$ cat config.mk
export PLATFORM = sky130hd
export DESIGN_NAME = mod_pingpong_ctrl
export DESIGN_NICKNAME = d
export VERILOG_FILES = /design/src/rtl/mod_pingpong_ctrl.sv
export SDC_FILE = /design/constraint.sdc
export NUM_CORES = 1
export LEC_CHECK = 0
export BUFFER_PORTS_ARGS = -buffer_cell sky130_fd_sc_hd__buf_2
export CORE_MARGIN = 3
export CORE_UTILIZATION = 52
export CTS_CLUSTER_DIAMETER = 80
export DETAILED_ROUTE_END_ITERATION = 12
export PLACE_DENSITY = 0.76
export SLEW_MARGIN = 20
export SYNTH_ARGS = -nofsm -noshare
export SYNTH_HDL_FRONTEND = slang
export SYNTH_SLANG_ARGS = --single-unit
$ cat constraint.sdc
create_clock -name CLK_Mod -period 2.2 [get_ports CLK_Mod]
set_input_delay 0.44 -clock CLK_Mod [delete_from_list [all_inputs] [get_ports CLK_Mod]]
set_output_delay 0.44 -clock CLK_Mod [all_outputs]
set_load 0.02 [all_outputs]
$ cat src/rtl/mod_pingpong_ctrl.sv
`default_nettype none
//==============================================================================
// mod_pingpong_ctrl - two-bank ping-pong symbol buffer control, mapper -> DFT (rev 1.0)
//==============================================================================
module mod_pingpong_ctrl #(
   parameter int ADDR_W  = 11,
   parameter int SYM_MAX = 1200
) (
   input  logic              CLK_Mod,
   input  logic              RST_Mod,
   input  logic              sym_valid,
   input  logic              sym_last,
   output logic              wr_stall,
   output logic [1:0]        ram_we,
   output logic [ADDR_W-1:0] ram_waddr,
   output logic [1:0]        ram_re,
   output logic [ADDR_W-1:0] ram_raddr,
   input  logic              rd_ready,
   output logic              rd_valid,
   output logic              rd_last,
   output logic [ADDR_W-1:0] rd_len,
   output logic [1:0]        bank_full,
   output logic              overflow_err
);

   typedef enum logic [1:0] {
      EMPTY = 2'd0,
      FILL  = 2'd1,
      FULL  = 2'd2,
      DRAIN = 2'd3
   } bank_st_t;

   localparam logic [ADDR_W-1:0] WCNT_LAST = ADDR_W'(SYM_MAX - 1);
   localparam logic [ADDR_W-1:0] ONE       = ADDR_W'(1);

   bank_st_t          st_q   [2];
   bank_st_t          st_d   [2];
   logic [ADDR_W-1:0] len_q  [2];
   logic [ADDR_W-1:0] len_d  [2];
   logic              wr_bank_q, wr_bank_d;
   logic              rd_bank_q, rd_bank_d;
   logic [ADDR_W-1:0] wcnt_q, wcnt_d;
   logic [ADDR_W-1:0] rcnt_q, rcnt_d;
   logic [ADDR_W-1:0] rd_len_q, rd_len_d;
   logic              rd_valid_q, rd_last_q, ovf_q;
   logic              accept, wr_close, issue;

   always_ff @(posedge CLK_Mod or negedge RST_Mod) begin
      if (!RST_Mod) begin
         st_q[0]    <= EMPTY;
         st_q[1]    <= EMPTY;
         len_q[0]   <= '0;
         len_q[1]   <= '0;
         wr_bank_q  <= 1'b0;
         rd_bank_q  <= 1'b0;
         wcnt_q     <= '0;
         rcnt_q     <= '0;
         rd_len_q   <= '0;
         rd_valid_q <= 1'b0;
         rd_last_q  <= 1'b0;
         ovf_q      <= 1'b0;
      end else begin
         st_q       <= st_d;
         len_q      <= len_d;
         wr_bank_q  <= wr_bank_d;
         rd_bank_q  <= rd_bank_d;
         wcnt_q     <= wcnt_d;
         rcnt_q     <= rcnt_d;
         rd_len_q   <= rd_len_d;
         rd_valid_q <= issue;
         rd_last_q  <= issue && (rcnt_q == rd_len_q - ONE);
         ovf_q      <= ovf_q | (sym_valid & wr_stall);
      end
   end

   always_comb begin
      st_d      = st_q;
      len_d     = len_q;
      wr_bank_d = wr_bank_q;
      rd_bank_d = rd_bank_q;
      wcnt_d    = wcnt_q;
      rcnt_d    = rcnt_q;
      rd_len_d  = rd_len_q;
      ram_we    = 2'b00;
      ram_re    = 2'b00;

      wr_stall = (st_q[wr_bank_q] == FULL) || (st_q[wr_bank_q] == DRAIN);
      // Reset gates the write strobe so no RAM write leaks out while held in reset.
      accept   = sym_valid && !wr_stall && RST_Mod;
      wr_close = (accept && ((wcnt_q == WCNT_LAST) || sym_last)) ||
                 (!sym_valid && sym_last && (wcnt_q != '0));
      issue    = (st_q[rd_bank_q] == DRAIN) && rd_ready && (rcnt_q != rd_len_q);

      if (accept) begin
         ram_we[wr_bank_q] = 1'b1;
      end

      if (wr_close) begin
         len_d[wr_bank_q] = accept ? (wcnt_q + ONE) : wcnt_q;
         st_d[wr_bank_q]  = FULL;
         wr_bank_d        = ~wr_bank_q;
         wcnt_d           = '0;
      end else if (accept) begin
         wcnt_d = wcnt_q + ONE;
         if (st_q[wr_bank_q] == EMPTY) begin
            st_d[wr_bank_q] = FILL;
         end
      end

      // The bank is released on the edge that ends the rd_last cycle.
      if (st_q[rd_bank_q] == FULL) begin
         st_d[rd_bank_q] = DRAIN;
         rcnt_d          = '0;
         rd_len_d        = len_q[rd_bank_q];
      end else if (rd_last_q) begin
         st_d[rd_bank_q] = EMPTY;
         rd_bank_d       = ~rd_bank_q;
      end else if (issue) begin
         ram_re[rd_bank_q] = 1'b1;
         rcnt_d            = rcnt_q + ONE;
      end
   end

   for (genvar b = 0; b < 2; b++) begin : g_bank_full
      assign bank_full[b] = (st_q[b] == FULL) || (st_q[b] == DRAIN);
   end

   assign ram_waddr    = wcnt_q;
   assign ram_raddr    = rcnt_q;
   assign rd_valid     = rd_valid_q;
   assign rd_last      = rd_last_q;
   assign rd_len       = rd_len_q;
   assign overflow_err = ovf_q;

endmodule
`default_nettype wire

After elaboration in Yosys (flattened, before gate mapping)
Cells that the tools add are included.
{"block": "word_totals", "latch_bits": 0, "ramBits": 0, "mem_bits_ro": 0, "regBits": 64, "memories": 0}
{"block": "op_classes", "reduce_logical": 24, "n_addsub": 3, "muxes": 34, "bitwise": 16, "eq_ne": 12, "magnitude_cmp": 8, "mul": 0, "shifts": 0, "div": 0}
{"op": "11-bit two-way mux", "n": 9}
{"op": "2-bit two-way mux", "n": 12}
{"op": "11-bit by 1-bit adder with 11-bit output, second input constant", "n": 2}
{"op": "22-bit bitwise mux", "n": 1}
{"op": "4-bit two-way mux", "n": 5}
{"op": "2-bit equality test, second input constant", "n": 8}
{"op": "1-bit logical AND", "n": 12}
{"op": "11-bit demux with 1-bit select", "n": 1}
{"op": "11-bit equality test", "n": 1}
{"op": "11-bit equality test, second input constant", "n": 1}
{"op": "11-bit inequality test", "n": 1}
{"op": "11-bit nonzero test", "n": 1}
{"op": "11-bit by 1-bit subtractor with 11-bit output, second input constant", "n": 1}
{"op": "1-bit logical OR", "n": 5}
{"op": "2-bit AND", "n": 2}
{"op": "4-bit AND", "n": 1}
{"op": "2-bit demux with 1-bit select", "n": 2}
{"op": "2-bit greater-or-equal comparator, second input constant", "n": 2}
{"op": "1-bit by 2-bit less-than comparator with 1-bit output, second input constant", "n": 2}
{"op": "2-bit by 1-bit less-than comparator with 1-bit output, second input constant", "n": 2}
{"op": "1-bit NOT with 2-bit output", "n": 2}
{"op": "2-bit NOT", "n": 2}
{"op": "4-bit NOT", "n": 1}
{"op": "2-bit bitwise OR", "n": 2}
{"op": "12 further kinds", "n": 19}

Logic depth before layout (Yosys ltp)
Gate-level depths: netlist of the first run.
{"block": "logic_depth", "word_depth": 15, "depth_mapped": 8, "mapped_depth_nobuf": 7}

Worst setup path before layout of the first run
No wires, ideal clock.
{"block": "synth_path", "path_type": "register to output", "startpoint": "reg rcnt_q[2] (netlist: ram_raddr[2])", "endpoint": "out ram_re[1]", "arrival_ns": 1.883, "path_stages_with_launch": 8, "required_ns": 1.760, "path_slack_ns": -0.123, "n_path_buf": 2, "path_cell_list": "dfrtp_1 > buf_2 > xor2_1 > nor4_1 > a31o_1 > buf_2 > inv_1 > and3_1"}
{"block": "synth_via", "elab_chain_cells": 5}
{"element": "from (decl)", "line": "43", "source": "logic [ADDR_W-1:0] rcnt_q, rcnt_d;"}
{"element": "from (signal assigned)", "line": "68", "source": "rcnt_q <= rcnt_d;"}
{"element": "11-bit inequality test", "line": "92", "source": "issue = (st_q[rd_bank_q] == DRAIN) && rd_ready && (rcnt_q != rd_len_q);"}
{"element": "1-bit logical AND", "line": "92"}
{"element": "net issue", "line": "46", "source": "logic accept, wr_close, issue;"}
{"element": "2-bit two-way mux", "line": "118", "source": "end else if (issue) begin"}
{"element": "2-bit two-way mux", "line": "115", "source": "end else if (rd_last_q) begin"}
{"element": "2-bit two-way mux", "line": "111", "source": "if (st_q[rd_bank_q] == FULL) begin"}
{"element": "to (decl)", "line": "16", "source": "output logic [1:0] ram_re,"}
The timed path passes the listed nets, and every way through them passes these cells.

Worst setup path after layout of the first run
{"block": "layout_path", "startpoint": "reg rcnt_q[4] (netlist: ram_raddr[4])", "endpoint": "out ram_re[1]"}
Same word-level chain as after synthesis.

==> summary.md, run 1 <==
| Metric | Value |
|---|---|
| Outcome | `complete, but fails checks` |
| Failing checks | `setup timing` |
| Row count | `28` |
| Seq cells post-synth | `64` |
| Clk Latency, worst-skew pair | `340 ps` |
| Worst rel slew slack | `54.7%` |
| Netlist Area Pre-Place | `3420 µm²` |
| DR vias | `2921` |
| Cell variety after synth | `58` |
| VDD IR-drop max | `0.689 mV` |
| Final setup margin | `-153 ps` |
| Sequential-to-total area share from yosys stat | `46.8%` |
| Synth Net Count | `335` |
| Final worst path period share | `107%` |
| Placed Cells | `468` |
| Type of origin of the critical path | `flip-flop` |
| Root buf cell | `clkbuf_8` |
| RSZ-0062 raised after global routing | `yes` |
| Critical Path AT | `1910 ps` |
| Final hold vios | `0` |
| Initial drt markers | `198` |
| Clock slew at reported path FFs | `70 ps` |
| Max Cap Viol | `0` |
| Worst hold endpoint | `overflow_err` |
| Logic pwr share | `43.7%` |
| Die area | `7590 µm²` |
| CP Data Required Time | `1760 ps` |
| Commonest non-fill, non-tap cell in the layout | `dfrtp_1` |
| Drt drc | `0` |
| Number of iterations in the first detailed-routing pass | `4` |
| Share of cells above drive strength 1 | `37.6%` |
| Clock Sinks | `64` |
| Final Critical Period | `2350 ps` |
| CTS tree | `built` |
| Number of global-route vias before repair | `2902` |
| Design Area, Final | `4360 µm²` |
| First-pass GRT wire length | `14.5 mm` |
| Vias per cell | `5.84` |
| Ports | `48` |
| Fmax | `425 MHz` |
| Static leakage | `2.21 nW` |
| Worst Reg-to-Reg Cells | `7` |
| Longest Clk Path Bufs | `2` |
| Highest-count cells in the layout ignoring fill and taps | `59 x dfrtp_1, 46 x buf_4, 45 x buf_2` |
| Synth async-reset ratio | `100%` |
| Final Setup Violations | `2` |
| RR Endpoint | `ram_raddr[7]` |
| Setup tns final | `-284 ps` |
| Initial Utilization | `55.8%` |
| Antenna viol nets, final | `0` |
| Maximum fanout along the worst path | `5` |
| Final Net Count | `429` |
| Clock Power Share | `22.0%` |
| Die width | `87.1 µm` |
| Net switching power figure | `0.00164 W` |
| Grt total ovfl | `0` |
| Top FF cell, synth | `dfrtp_1` |
| Sequential share of power | `34.3%` |
| Finished Layout Cells | `500` |
| DP Wirelength | `6.10 mm` |
| WL final | `8.74 mm` |
| Cell Pwr Density | `987 nW/µm²` |
| CP Class | `flip-flop to primary output` |
| Global-route usage over all layers | `24.9%` |
| Worst hold start | `sym_valid` |
| Number of fill cells in the layout | `466` |
| CTS H-tree lvls | `3` |
| Worst Max-Slew Pin Slew | `679 ps` |
| Worst reg2reg setup slack | `90 ps` |
| Number of port buffers | `47` |
| TritonCTS Buffers | `9` |
| Hold path depth | `2` |
| Core area | `6130 µm²` |
| Initial antenna violation count | `0` |
| Reg-to-reg startpoint | `ram_raddr[0]` |
| Antenna diodes | `0` |
| WL/cell | `17.5 µm` |
| EDFF count, synth | `0` |
| Mapped Avg Cell Area | `10.5 µm²` |
| Die height | `87.1 µm` |
| Placer congestion estimate | `0.931` |
| Syn-to-layout area delta | `27.4%` |
| Worst Hold Class | `primary input to flip-flop` |
| Gate Count Post-Synth | `326` |
| Crit end category | `primary output` |
| Placed inst area | `3920 µm²` |
| Int Power | `0.00267 W` |
| Pin count of the biggest net entering global routing | `56` |
| Synth warn | `0` |
| Skew final | `8.42 ps` |
| Max Transition Viols Final | `0` |
| Sw Ratio | `38.0%` |
-- kinds of logic (layout without fill, tap and decap cells) --
family                     count (synthesis)  count (layout)  synth area share, %
buffers and inverters                     25             123                 3.62
muxes                                     29              29                 11.0
DFF                                       64              64                 46.8
and+or+nand+nor                          122             123                 19.5
AOI/OAI and AO/OA                         58              58                 11.4
adders and majority gates                  4               4                 1.46
xor gates and xnor gates                  24              24                 6.15
-- power by group through the flow --
stage	Combinational (W)	Clock, W	Sequential, W
4_1_cts	0.00171	0.000960	0.00147
6_report	0.00188	0.000946	0.00148
2_1_floorplan	0.000959	0	0.00160
5_1_grt	0.00206	0.00102	0.00150
3_3_place_gp	0.00156	0	0.00150
3_5_place_dp	0.00160	0	0.00151
-- metrics by stage --
| stage | power [W] | setup slack [ps] | hold slack [ps] | util [%] |
|---|---|---|---|---|
| finish | 0.00430 | -153 | 353 | 71.1 |
| global route | 0.00457 | -246 | 367 | 71.1 |
| CTS | 0.00414 | -133 | 336 | 69.0 |
| detailed placement | 0.00310 | 46.2 | 254 | 63.9 |
| global placement | 0.00306 | 96.8 | 251 | 63.9 |
| floorplan | 0.00256 | -7.88 | 144 | - |
-- area by class of cell --
cell class | instances | area, µm² | area share [%]
Timing Repair Buffer | 95 | 614 | 14.1
Clock buffer | 14 | 173 | 3.96
Inverter | 12 | 45.0 | 1.03
Sequential cell | 64 | 1610 | 36.9
Tap cell | 75 | 93.8 | 2.15
Clock inverter | 2 | 12.5 | 0.287
Multi-Input combinational cell | 238 | 1810 | 41.6
-- Yosys cell counts (3+ instances only) --
master	n	area share [%]
o21ai_0	15	2.2
and4_1	4	1.0
or3_1	4	0.73
dfrtp_1	64	47
a22oi_1	11	2.4
ha_1	4	1.5
nand3_1	11	1.6
nor4_1	4	0.73
mux2_4	16	7.0
clkbuf_1	6	0.66
o31ai_1	3	0.66
and3_1	7	1.3
nor3_1	7	1.0
inv_1	11	1.2
nand2_1	35	3.8
nor2_1	12	1.3
xor2_1	9	2.3
buf_2	5	0.73
mux2_2	6	2.0
mux2i_1	7	2.0
a21oi_1	8	1.2
xnor2_1	15	3.8
nor2b_1	13	2.4
nand4_1	4	0.73
-- what timing repair did --
item,4_1_cts,5_1_grt
cloned,0,1
setup buffers,10,4
endpoints found under the setup margin,2,45
pin swaps,3,7
gates resized for setup,11,20
hold endpoints to repair,1,0
hold buffers,1,0
-- worst max-delay path, stage by stage, from the launching register on --
cell,delay (ps)
dfrtp_2,450
xor2_2,210
nor4_4,310
a31o_1,260
inv_2,70
and3_4,150
buf_6,120
-- state kept, by name, summed over array words and instances, names as in the netlist --
signal and cells:
len_q 22, ram_raddr 11, ram_waddr 11, rd_len 11, st_q 4, overflow_err 1, rd_bank_q 1, rd_last 1
rd_valid 1, wr_bank_q 1
-- per-layer routing --
metal	global-route usage, %	share of wire (%)
met1	33.6	45
met2	39.2	46
met3	3.60	5.8
met4	13.0	3.3
met5	0	0
-- worst max path at each step --
stage                       startpoint         to  slack, ps  cells after the start
after floorplan              rd_len[6]  ram_re[0]         -8                      6
after CTS                 ram_raddr[2]  ram_re[1]       -130                      6
after detailed placement  ram_waddr[8]   len_q[0]         50                      5
after global placement    ram_waddr[0]   len_q[2]        100                      7
final                     ram_raddr[4]  ram_re[1]       -150                      6
after global routing      ram_raddr[4]  ram_re[1]       -250                      6
Note: power is estimated with default switching activity, not from simulation.
==> inputs of run 2 (changes only) <==
Settings changed: BUFFER_PORTS_ARGS -buffer_cell sky130_fd_sc_hd__buf_2 to default, CORE_UTILIZATION 52 to 57, DONT_BUFFER_PORTS from default to 1, PLACE_DENSITY 0.76 to 0.75.
==> run 2 against run 1 <==
The flow still finishes with violations (setup timing). Sequential power about the same. Routed wire length decreased by 4.5%. Via count decreased by 5.8%. Critical endpoint unchanged. Largest power group unchanged. Highest routed layer unchanged.
==> summary.md, run 2 (synthesis gave the netlist of run 1 again) <==
| Metric | Value |
|---|---|
| Number of port buffers | `0 (was 47)` |
| Die area | `6970 µm² (was 7590 µm²)` |
| WL/cell | `18.2 µm (was 17.5 µm)` |
| Clk Latency, worst-skew pair | `340 ps (about the same)` |
| Drt drc | `0 (unchanged)` |
| Final Setup Violations | `2 (unchanged)` |
| First-pass GRT wire length | `13.7 mm (was 14.5 mm)` |
| Pin count of the biggest net entering global routing | `65 (was 56)` |
| Static leakage | `2.03 nW (was 2.21 nW)` |
| Vias per cell | `6.00 (was 5.84)` |
| Fmax | `441 MHz (was 425 MHz)` |
| Row count | `27 (was 28)` |
| Final worst path period share | `103% (was 107%)` |
| Ports | `48 (unchanged)` |
| Antenna diodes | `0 (unchanged)` |
| Initial antenna violation count | `0 (unchanged)` |
| Die height | `83.5 µm (was 87.1 µm)` |
| Worst Hold Class | `primary input to flip-flop (unchanged)` |
| CP Class | `flip-flop to primary output (unchanged)` |
| Worst hold start | `sym_valid (unchanged)` |
| Logic pwr share | `41.7% (was 43.7%)` |
| Max Transition Viols Final | `0 (unchanged)` |
| WL final | `8.34 mm (was 8.74 mm)` |
| Net switching power figure | `0.00162 W (was 0.00164 W)` |
| TritonCTS Buffers | `9 (unchanged)` |
| Commonest non-fill, non-tap cell in the layout | `dfrtp_1 (unchanged)` |
| Clock Sinks | `64 (unchanged)` |
| VDD IR-drop max | `0.714 mV (was 0.689 mV)` |
| WL met2 | `4.04 mm (about the same)` |
| Global-route usage over all layers | `24.8% (was 24.9%)` |
| CP Launch Point | `rd_len[4] (was ram_raddr[4])` |
| Reg-to-reg startpoint | `rd_len[3] (was ram_raddr[0])` |
| Reg area | `1610 µm² (about the same)` |
| Max layer used | `met4 (unchanged)` |
| Longest Clk Path Bufs | `2 (unchanged)` |
| Cell Pwr Density | `1020 nW/µm² (was 987 nW/µm²)` |
| Clock Power Share | `23.2% (was 22.0%)` |
| Initial drt markers | `191 (was 198)` |
| Number of iterations in the first detailed-routing pass | `4 (unchanged)` |
| Max reg flops | `22 (unchanged)` |
| Maximum fanout along the worst path | `4 (was 5)` |
| Worst Max-Slew Pin Slew | `657 ps (was 679 ps)` |
| Clock slew at reported path FFs | `70 ps (about the same)` |
| Share of cells above drive strength 1 | `30.2% (was 37.6%)` |
| Failing checks | `setup timing (unchanged)` |
| Most flops, register | `len_q (unchanged)` |
| Antenna viol nets, final | `0 (unchanged)` |
| Root buf cell | `clkbuf_8 (unchanged)` |
| CTS tree | `built (unchanged)` |
| Sw Ratio | `37.9% (was 38.0%)` |
| Number of global-route vias before repair | `2685 (was 2902)` |
| DR WL met3 | `576 µm (was 509 µm)` |
| Final hold vios | `0 (unchanged)` |
| Highest-count cells in the layout ignoring fill and taps | `61 x dfrtp_1, 56 x buf_4, 35 x nand2_1 (was 59 x dfrtp_1, 46 x buf_4, 45 x buf_2)` |
| Int Power | `0.00265 W (was 0.00267 W)` |
| Crit end category | `primary output (unchanged)` |
| Final Net Count | `392 (was 429)` |
| Multi-input combinational cell area | `1810 µm² (about the same)` |
| DP Wirelength | `5.92 mm (was 6.10 mm)` |
| DR vias | `2752 (was 2921)` |
| RSZ-0062 raised after global routing | `yes (unchanged)` |
| Die width | `83.5 µm (was 87.1 µm)` |
| Outcome | `complete, but fails checks (unchanged)` |
| Grt total ovfl | `0 (unchanged)` |
| Type of origin of the critical path | `flip-flop (unchanged)` |
| Final setup margin | `-69.7 ps (was -153 ps)` |
| Placed Cells | `436 (was 468)` |
| Syn-to-layout area delta | `22.6% (was 27.4%)` |
| Met1 Wirelength | `3.56 mm (was 3.90 mm)` |
| Critical Path AT | `1830 ps (was 1910 ps)` |
| Max Cap Viol | `0 (unchanged)` |
| Skew final | `7.10 ps (was 8.42 ps)` |
| Number of fill cells in the layout | `404 (was 466)` |
| Placer congestion estimate | `0.947 (was 0.931)` |
| CP Data Required Time | `1760 ps (about the same)` |
| DP Worst Slack | `41.7 ps (was 46.2 ps)` |
| Finished Layout Cells | `459 (was 500)` |
| CTS H-tree lvls | `3 (unchanged)` |
| Initial Utilization | `60.6% (was 55.8%)` |
| Worst rel slew slack | `55.9% (was 54.7%)` |
| Final Critical Period | `2270 ps (was 2350 ps)` |
| Core area | `5640 µm² (was 6130 µm²)` |
| Sequential share of power | `35.1% (was 34.3%)` |
run 2: cell types whose count changed in the layout (fill, tap and decap cells not counted), moves of 2 or more:
cell	before	now
buf_6	3	0
buf_4	46	56
buf_2	45	0
clkbuf_8	12	10
nor3_1	4	6
dfrtp_1	59	61
dfrtp_2	5	3
xor2_1	8	6
run 2: routing by layer:
layer / vias up / track usage (%)
met3: 18 / 8.39
met4: 0 / 8.19
met1: 1348 / 31.7
li1: 1285 / -
met5: - / 0
met2: 101 / 39.8
run 2: timing repair:
action / in CTS / in global routing
gates resized for setup: 8 / 15
gates cloned: 0 / 1
setup endpoints to repair: 2 / 38
hold endpoints to repair: 64 / 0
setup buffers: 1 / 4
hold buffers: 2 / 0
pin swaps: 4 / 5
run 2: path summary, 6_finish.rpt:
path                                 to  slack, ps  depth (start not counted)
hold reg to reg              rd_len[10]        510                          2
setup reg to reg           ram_raddr[7]         60                          7
min in group asynchronous  ram_raddr[0]        640                          2
max in group asynchronous     rd_len[3]       1280                          2
setup / recovery              ram_re[1]        -70                          5
hold / removal             overflow_err        220                          1
run 2: per-stage QoR:
| step | cell area [µm²] | setup TNS [ps] | util (%) | hold slack (ps) | power [W] |
|---|---|---|---|---|---|
| after CTS | 4090 | -78.5 | 72.5 | 203 | 0.00416 |
| after detailed placement | 3820 | 0 | 67.6 | 146 | 0.00309 |
| after floorplan | 3420 | -7.88 | - | 144 | 0.00256 |
| after global routing | 4190 | -301 | 74.3 | 203 | 0.00452 |
| final | 4190 | -120 | 74.3 | 216 | 0.00427 |
| after global placement | 3820 | 0 | 67.6 | 146 | 0.00304 |
run 2: area by class of cell:
cell class                      count  share of cell area (%)
Clock buffer                       12                    3.46
Clock inverter                      3                    1.01
Inverter                           12                    1.07
Multi-Input combinational cell    238                    43.1
Sequential cell                    64                    38.3
Tap cell                           72                    2.15
Timing Repair Buffer               58                    10.9
run 2: power groups by stage:
| stage | Combinational [W] | Sequential (W) | Clock, W |
|---|---|---|---|
| after floorplan | 0.000959 | 0.00160 | 0 |
| after global placement | 0.00155 | 0.00149 | 0 |
| after detailed placement | 0.00159 | 0.00150 | 0 |
| after CTS | 0.00167 | 0.00149 | 0.00101 |
| after global routing | 0.00195 | 0.00152 | 0.00106 |
| final | 0.00178 | 0.00150 | 0.000989 |
run 2: worst max-delay path, stage by stage, from the launching register on:
cell and delay [ps]:
dfrtp_2 460, xor2_4 180, nor4_4 320, a31o_1 270
inv_1 70, and3_4 180
